### config.mk
export PLATFORM = sky130hd
export DESIGN_NAME = alu_arbiter
export DESIGN_NICKNAME = d
export VERILOG_FILES = /design/src/rtl/alu_arb_pkg.sv /design/src/rtl/rr_arbiter2.sv /design/src/rtl/alu_arbiter.sv
export SDC_FILE = /design/constraint.sdc
export NUM_CORES = 1
export LEC_CHECK = 0
export CORE_MARGIN = 4
export CORE_UTILIZATION = 30
export CTS_BUF_LIST = sky130_fd_sc_hd__clkbuf_8 sky130_fd_sc_hd__clkbuf_16
export DETAILED_ROUTE_END_ITERATION = 6
export DONT_BUFFER_PORTS = 1
export GPL_TIMING_DRIVEN = 0
export SYNTH_ARGS = -nofsm -noshare
export SYNTH_HDL_FRONTEND = slang
export SYNTH_HIERARCHICAL = 1
export SYNTH_SLANG_ARGS = --single-unit
export TNS_END_PERCENT = 5
### constraint.sdc
create_clock -name clk -period 4.28 [get_ports clk]
set_input_delay 0.428 -clock clk [delete_from_list [all_inputs] [get_ports clk]]
set_output_delay 0.428 -clock clk [all_outputs]
set_load 0.005 [all_outputs]
### src/rtl/alu_arb_pkg.sv
// Shared definitions for the two-requester ALU arbiter: FSM encoding,
// result flag layout and ALU opcode values.
package alu_arb_pkg;

    localparam int DATA_W = 32;
    localparam int ALUC_W = 4;
    localparam int FLAG_W = 4;

    typedef enum logic [1:0] {
        ST_IDLE = 2'd0,
        ST_EXEC = 2'd1,
        ST_RESP = 2'd2
    } state_t;

    localparam int FLAG_ZERO  = 3;
    localparam int FLAG_CARRY = 2;
    localparam int FLAG_NEG   = 1;
    localparam int FLAG_OVF   = 0;

    localparam logic [ALUC_W-1:0] ALUC_ADDU = 4'b0000;
    localparam logic [ALUC_W-1:0] ALUC_SUBU = 4'b0001;
    localparam logic [ALUC_W-1:0] ALUC_ADD  = 4'b0010;
    localparam logic [ALUC_W-1:0] ALUC_SUB  = 4'b0011;
    localparam logic [ALUC_W-1:0] ALUC_SLT  = 4'b1011;
    localparam logic [ALUC_W-1:0] ALUC_SLL  = 4'b1110;

    function automatic logic [FLAG_W-1:0] pack_flags(input logic zero, input logic carry,
                                                      input logic negative, input logic overflow);
        logic [FLAG_W-1:0] f;
        f            = '0;
        f[FLAG_ZERO]  = zero;
        f[FLAG_CARRY] = carry;
        f[FLAG_NEG]   = negative;
        f[FLAG_OVF]   = overflow;
        return f;
    endfunction

endpackage

### src/rtl/rr_arbiter2.sv
// Two-way grant selection: round-robin on a last-granted pointer, or fixed
// priority to requester 0 when PRIO_FIXED is nonzero.
module rr_arbiter2 #(
    parameter int PRIO_FIXED = 0
) (
    input  logic       clk,
    input  logic       rst,
    input  logic [1:0] req,
    input  logic       accept,
    output logic [1:0] gnt
);

    // Holds the id of the most recently accepted requester; reset value 1
    // makes requester 0 the favoured one after reset.
    logic last;

    always_ff @(posedge clk) begin
        if (rst) begin
            last <= 1'b1;
        end else if (accept && (gnt != 2'b00)) begin
            last <= gnt[1];
        end
    end

    always_comb begin
        gnt = 2'b00;
        if (PRIO_FIXED != 0) begin
            if (req[0]) begin
                gnt = 2'b01;
            end else if (req[1]) begin
                gnt = 2'b10;
            end
        end else begin
            case (req)
                2'b01:   gnt = 2'b01;
                2'b10:   gnt = 2'b10;
                2'b11:   gnt = last ? 2'b01 : 2'b10;
                default: gnt = 2'b00;
            endcase
        end
    end

endmodule

### src/rtl/alu_arbiter.sv
// Shares one external combinational ALU between two requesters, one
// operation in flight at a time: IDLE (accept) -> EXEC (capture) -> RESP.
module alu_arbiter
    import alu_arb_pkg::*;
#(
    parameter int PRIO_FIXED = 0
) (
    input  logic              clk,
    input  logic              rst,

    input  logic              req0_valid,
    output logic              req0_ready,
    input  logic [DATA_W-1:0] req0_a,
    input  logic [DATA_W-1:0] req0_b,
    input  logic [ALUC_W-1:0] req0_aluc,
    output logic              rsp0_valid,
    input  logic              rsp0_ready,
    output logic [DATA_W-1:0] rsp0_r,
    output logic [FLAG_W-1:0] rsp0_flags,

    input  logic              req1_valid,
    output logic              req1_ready,
    input  logic [DATA_W-1:0] req1_a,
    input  logic [DATA_W-1:0] req1_b,
    input  logic [ALUC_W-1:0] req1_aluc,
    output logic              rsp1_valid,
    input  logic              rsp1_ready,
    output logic [DATA_W-1:0] rsp1_r,
    output logic [FLAG_W-1:0] rsp1_flags,

    output logic [DATA_W-1:0] alu_a,
    output logic [DATA_W-1:0] alu_b,
    output logic [ALUC_W-1:0] alu_aluc,
    input  logic [DATA_W-1:0] alu_r,
    input  logic              alu_zero,
    input  logic              alu_carry,
    input  logic              alu_negative,
    input  logic              alu_overflow,

    output logic              busy
);

    state_t            state, state_nxt;
    logic [DATA_W-1:0] op_a_p0, op_b_p0;
    logic [ALUC_W-1:0] op_aluc_p0;
    logic              owner_p0;
    logic [DATA_W-1:0] res_r_p1;
    logic [FLAG_W-1:0] res_flags_p1;

    logic [1:0] req_vld;
    logic [1:0] gnt;
    logic       accept;
    logic       rsp_fire;

    assign req_vld = {req1_valid, req0_valid};

    rr_arbiter2 #(
        .PRIO_FIXED(PRIO_FIXED)
    ) u_arb (
        .clk   (clk),
        .rst   (rst),
        .req   (req_vld),
        .accept(accept),
        .gnt   (gnt)
    );

    assign accept     = (state == ST_IDLE) && !rst && (gnt != 2'b00);
    assign req0_ready = accept && gnt[0];
    assign req1_ready = accept && gnt[1];
    assign rsp_fire   = (state == ST_RESP) && (owner_p0 ? rsp1_ready : rsp0_ready);

    always_ff @(posedge clk) begin
        if (rst) begin
            state <= ST_IDLE;
        end else begin
            state <= state_nxt;
        end
    end

    always_comb begin
        state_nxt = state;
        case (state)
            ST_IDLE: if (accept)   state_nxt = ST_EXEC;
            ST_EXEC:               state_nxt = ST_RESP;
            ST_RESP: if (rsp_fire) state_nxt = ST_IDLE;
            default:               state_nxt = ST_IDLE;
        endcase
    end

    // Stage p0: operation latched from the granted requester on acceptance
    always_ff @(posedge clk) begin
        if (rst) begin
            op_a_p0    <= '0;
            op_b_p0    <= '0;
            op_aluc_p0 <= '0;
            owner_p0   <= 1'b0;
        end else if (accept) begin
            owner_p0   <= gnt[1];
            op_a_p0    <= gnt[1] ? req1_a    : req0_a;
            op_b_p0    <= gnt[1] ? req1_b    : req0_b;
            op_aluc_p0 <= gnt[1] ? req1_aluc : req0_aluc;
        end
    end

    // Stage p1: ALU result captured in EXEC, held through RESP
    always_ff @(posedge clk) begin
        if (rst) begin
            res_r_p1     <= '0;
            res_flags_p1 <= '0;
        end else if (state == ST_EXEC) begin
            res_r_p1     <= alu_r;
            res_flags_p1 <= pack_flags(alu_zero, alu_carry, alu_negative, alu_overflow);
        end
    end

    // Outputs are forced quiet while reset is applied, since reset only takes
    // effect on the next edge.
    assign alu_a    = rst ? '0 : op_a_p0;
    assign alu_b    = rst ? '0 : op_b_p0;
    assign alu_aluc = rst ? '0 : op_aluc_p0;

    assign rsp0_valid = !rst && (state == ST_RESP) && !owner_p0;
    assign rsp1_valid = !rst && (state == ST_RESP) &&  owner_p0;
    assign rsp0_r     = res_r_p1;
    assign rsp1_r     = res_r_p1;
    assign rsp0_flags = res_flags_p1;
    assign rsp1_flags = res_flags_p1;

    assign busy = !rst && (state != ST_IDLE);

endmodule

==> run_results.csv <==
group,metric,value,unit
logic_synthesis,syn_area,0.00524,mm²
global_routing,grt_max_degree,19,
setup_path,ff2ff_setup_slack,1.85,ns
clocking,cts_tree,"built",
pwr,p_clk_share,33.7,%
route,ant_nets,0,
setup_path,critPathKind,"flop to primary output",
route,dr.pass1.iters,4,
setup_path,crit_fanout,11,
global_routing,grt-ovfl-total,0,
status,status,"completed",
clocking,cts_sinks,108,
clocking,cts-resized-gates,0,
setup_path,cp.arrival,2.45,ns
pwr,power.internal,0.00175,W
logic_synthesis,avgSynthCellArea,10.2,µm²
cells_and_area,final_util,33.7,%
sta,grt_setup_unrepaired,"no",
clocking,hold_buffers,0,
min_path,min_path_cells,1,
logic_synthesis,synth_area_leaders,"dfxtp_1 41%, mux2_2 25%, nor2b_1 8.1%, nand2_1 5.2%, buf_4 5.2%",
placement,dp_slack,1.63,ns
global_routing,grt_pass1_vias,3742,
logic_synthesis,yosys.area.top_type_share,41.2,%
cells_and_area,drive_gt1_share,36.5,%
logic_synthesis,yosysWarnings,6,
setup_path,crit_family,"simple AND/OR/NAND/NOR gates",
setup_path,regToRegStartpoint,"u_arb/last",
logic_synthesis,synth_largest_area_cell,"dfxtp_1",
cells_and_area,antenna_cells,0,
clocking,root_buffer,"clkbuf_16",
pwr,share_seq_of_total_power,48.6,%
logic_synthesis,synthCells,515,
route,first_iter_violations,152,
floorplan,ioPinCount,323,
route,via_per_inst,4.76,
global_routing,grt.total_usage,13.4,%
pwr,ir_drop,0.177,mV
sta,worst_slew_pin_slew,0.987,ns
pwr,pwr-share-comb,17.7,%
floorplan,rows,48,
clocking,insertion_delay,0.35,ns
cells_and_area,final_common_cell,"mux2_2",
min_path,hold_path_class,"primary input to flop",
setup_path,cp.buffers_inverters,2,
global_routing,grt_pass1_wl,20800,µm
placement,io_buffer_count,0,
setup_path,worstPathCellList,"inv_1 -> a21boi_0 -> nor2_1 -> nor4_4 -> buf_6 -> and2_1",
clocking,post_cts_buffers,0,
clocking,cts.path.max_buffers,2,
floorplan,die_height,140,µm
clocking,clk_pin_slew,0.07,ns
floorplan,die_area,0.0197,mm²
setup_path,reg2reg_depth,6,
pwr,power_density,407,mW/mm²
pwr,power_leakage,2.26,nW
clocking,cts_buffers,9,
floorplan,coreArea,0.0172,mm²
setup_path,slowest_delay,0.77,ns
pwr,swShare,26.1,%
global_routing,antenna_found_initial,0,
min_path,worstHoldEndpoint,"u_arb/last",
route,vias,3602,
cells_and_area,final_cell_mix,"117 x mux2_2, 108 x dfxtp_1, 73 x nand2_1",
sta,whs,0.190,ns
floorplan,die_w,140,µm
sta,period_share,67.3,%
logic_synthesis,syn-num-nets,693,
setup_path,critPathSlowestCell,"nor4_4",
sta,fin_skew,0.0142,ns
sta,relSlewSlack,33.7,%
floorplan,start_util,30.4,%
route,drcViolationCount,0,
sta,tns,0,ns
sta,slew_viol_final,0,
pwr,p_switching,0.000616,W
placement,place.gp.congestion,0.885,
flow_run,max_cap_violations,0,
setup_path,crit_path_start_kind,"flop",
logic_synthesis,ys_types,27,
route,wl_per_cell,18.7,µm
sta,finalSetupViolCount,0,
sta,finalHoldViolations,0,
route,routed_wl,14100,µm
logic_synthesis,ys_seq_elements,108,
clocking,cts_max_level,3,
logic_synthesis,seq_area_frac_synth,41.2,%
sta,fin_ws,1.40,ns
sta,fmax,347,MHz
setup_path,rr_endpoint,"op_a_p0[23]",
placement,dp_hpwl,11400,µm
cells_and_area,area_growth,10.8,%
cells_and_area,finalNetCount,704,
setup_path,required,3.85,ns
sta,fin_crit,2.88,ns
setup_path,end_kind,"primary output",
min_path,hold_start,"rst",
-- registers in the layout, summed over array words and instances (netlist names) --
register    count
state           2
rsp0_flags      4
rsp0_r         32
op_b_p0        32
owner_p0        1
op_aluc_p0      4
u_arb/last      1
op_a_p0        32
-- layout make-up --
class | instances | area (µm²)
flip-flops and latches | 108 | 2160
plain buffers | 72 | 470
inverters | 1 | 3.75
multi-input cells | 334 | 2610
clock inverters | 6 | 45.0
clock buffers | 10 | 239
well taps | 225 | 282
fillers | 1715 | 11400
-- worst max-delay path by stage --
stage	start	end	slack [ns]	cells after the start
finish	u_arb/last	req0_ready	1.40	6
global route	u_arb/last	req0_ready	1.11	6
CTS	u_arb/last	req0_ready	1.28	6
detailed placement	req1_valid	req0_ready	1.63	6
global placement	req1_valid	req0_ready	1.62	6
floorplan	req1_valid	req0_ready	2.25	6
-- logic make-up (layout without fill, tap and decap cells) --
group	after synthesis	after routing	synth area share [%]
AOI/OAI and AO/OA	43	43	4.41
buffers and inverters	73	89	9.04
DFF	108	108	41.2
muxes	137	137	30.1
and+or+nand+nor	154	154	15.2
-- metal layers --
layer / GRT usage (%) / up-vias / wire [µm]
met2: 23.7 / 216 / 7090
li1: - / 1707 / -
met3: 5.09 / 17 / 1410
met4: 5.71 / 0 / 320
met5: 0 / - / 0
met1: 14.4 / 1662 / 5310
-- power by group through the flow --
stage	clock [W]	sequential (W)	combinational [W]
detailed placement	0	0.00117	0.000425
floorplan	0	0.00116	0.000347
CTS	0.000832	0.00115	0.000428
finish	0.000796	0.00115	0.000419
global placement	0	0.00117	0.000415
global route	0.000867	0.00116	0.000458
-- metrics by stage --
step           area (µm²)  cells  power [W]
2_1_floorplan        5240    515    0.00151
3_3_place_gp         5530    740    0.00159
3_5_place_dp         5530    740    0.00160
4_1_cts              5810    756    0.00241
5_1_grt              5810    756    0.00249
6_report             5810    756    0.00236
-- Yosys cell counts (all sizes together) --
cell    count
nand2      73
and3        1
nor4        2
nor2b      68
mux2i       1
and2b       1
nand3b      1
inv         1
nor4b       1
a21boi      2
a21oi      39
nor4bb      1
buf        53
mux2      136
nor2        3
a21bo       1
nand2b      1
o21bai      1
dfxtp     108
clkbuf     19
and2        2
Power figures use the tool's default switching activity.
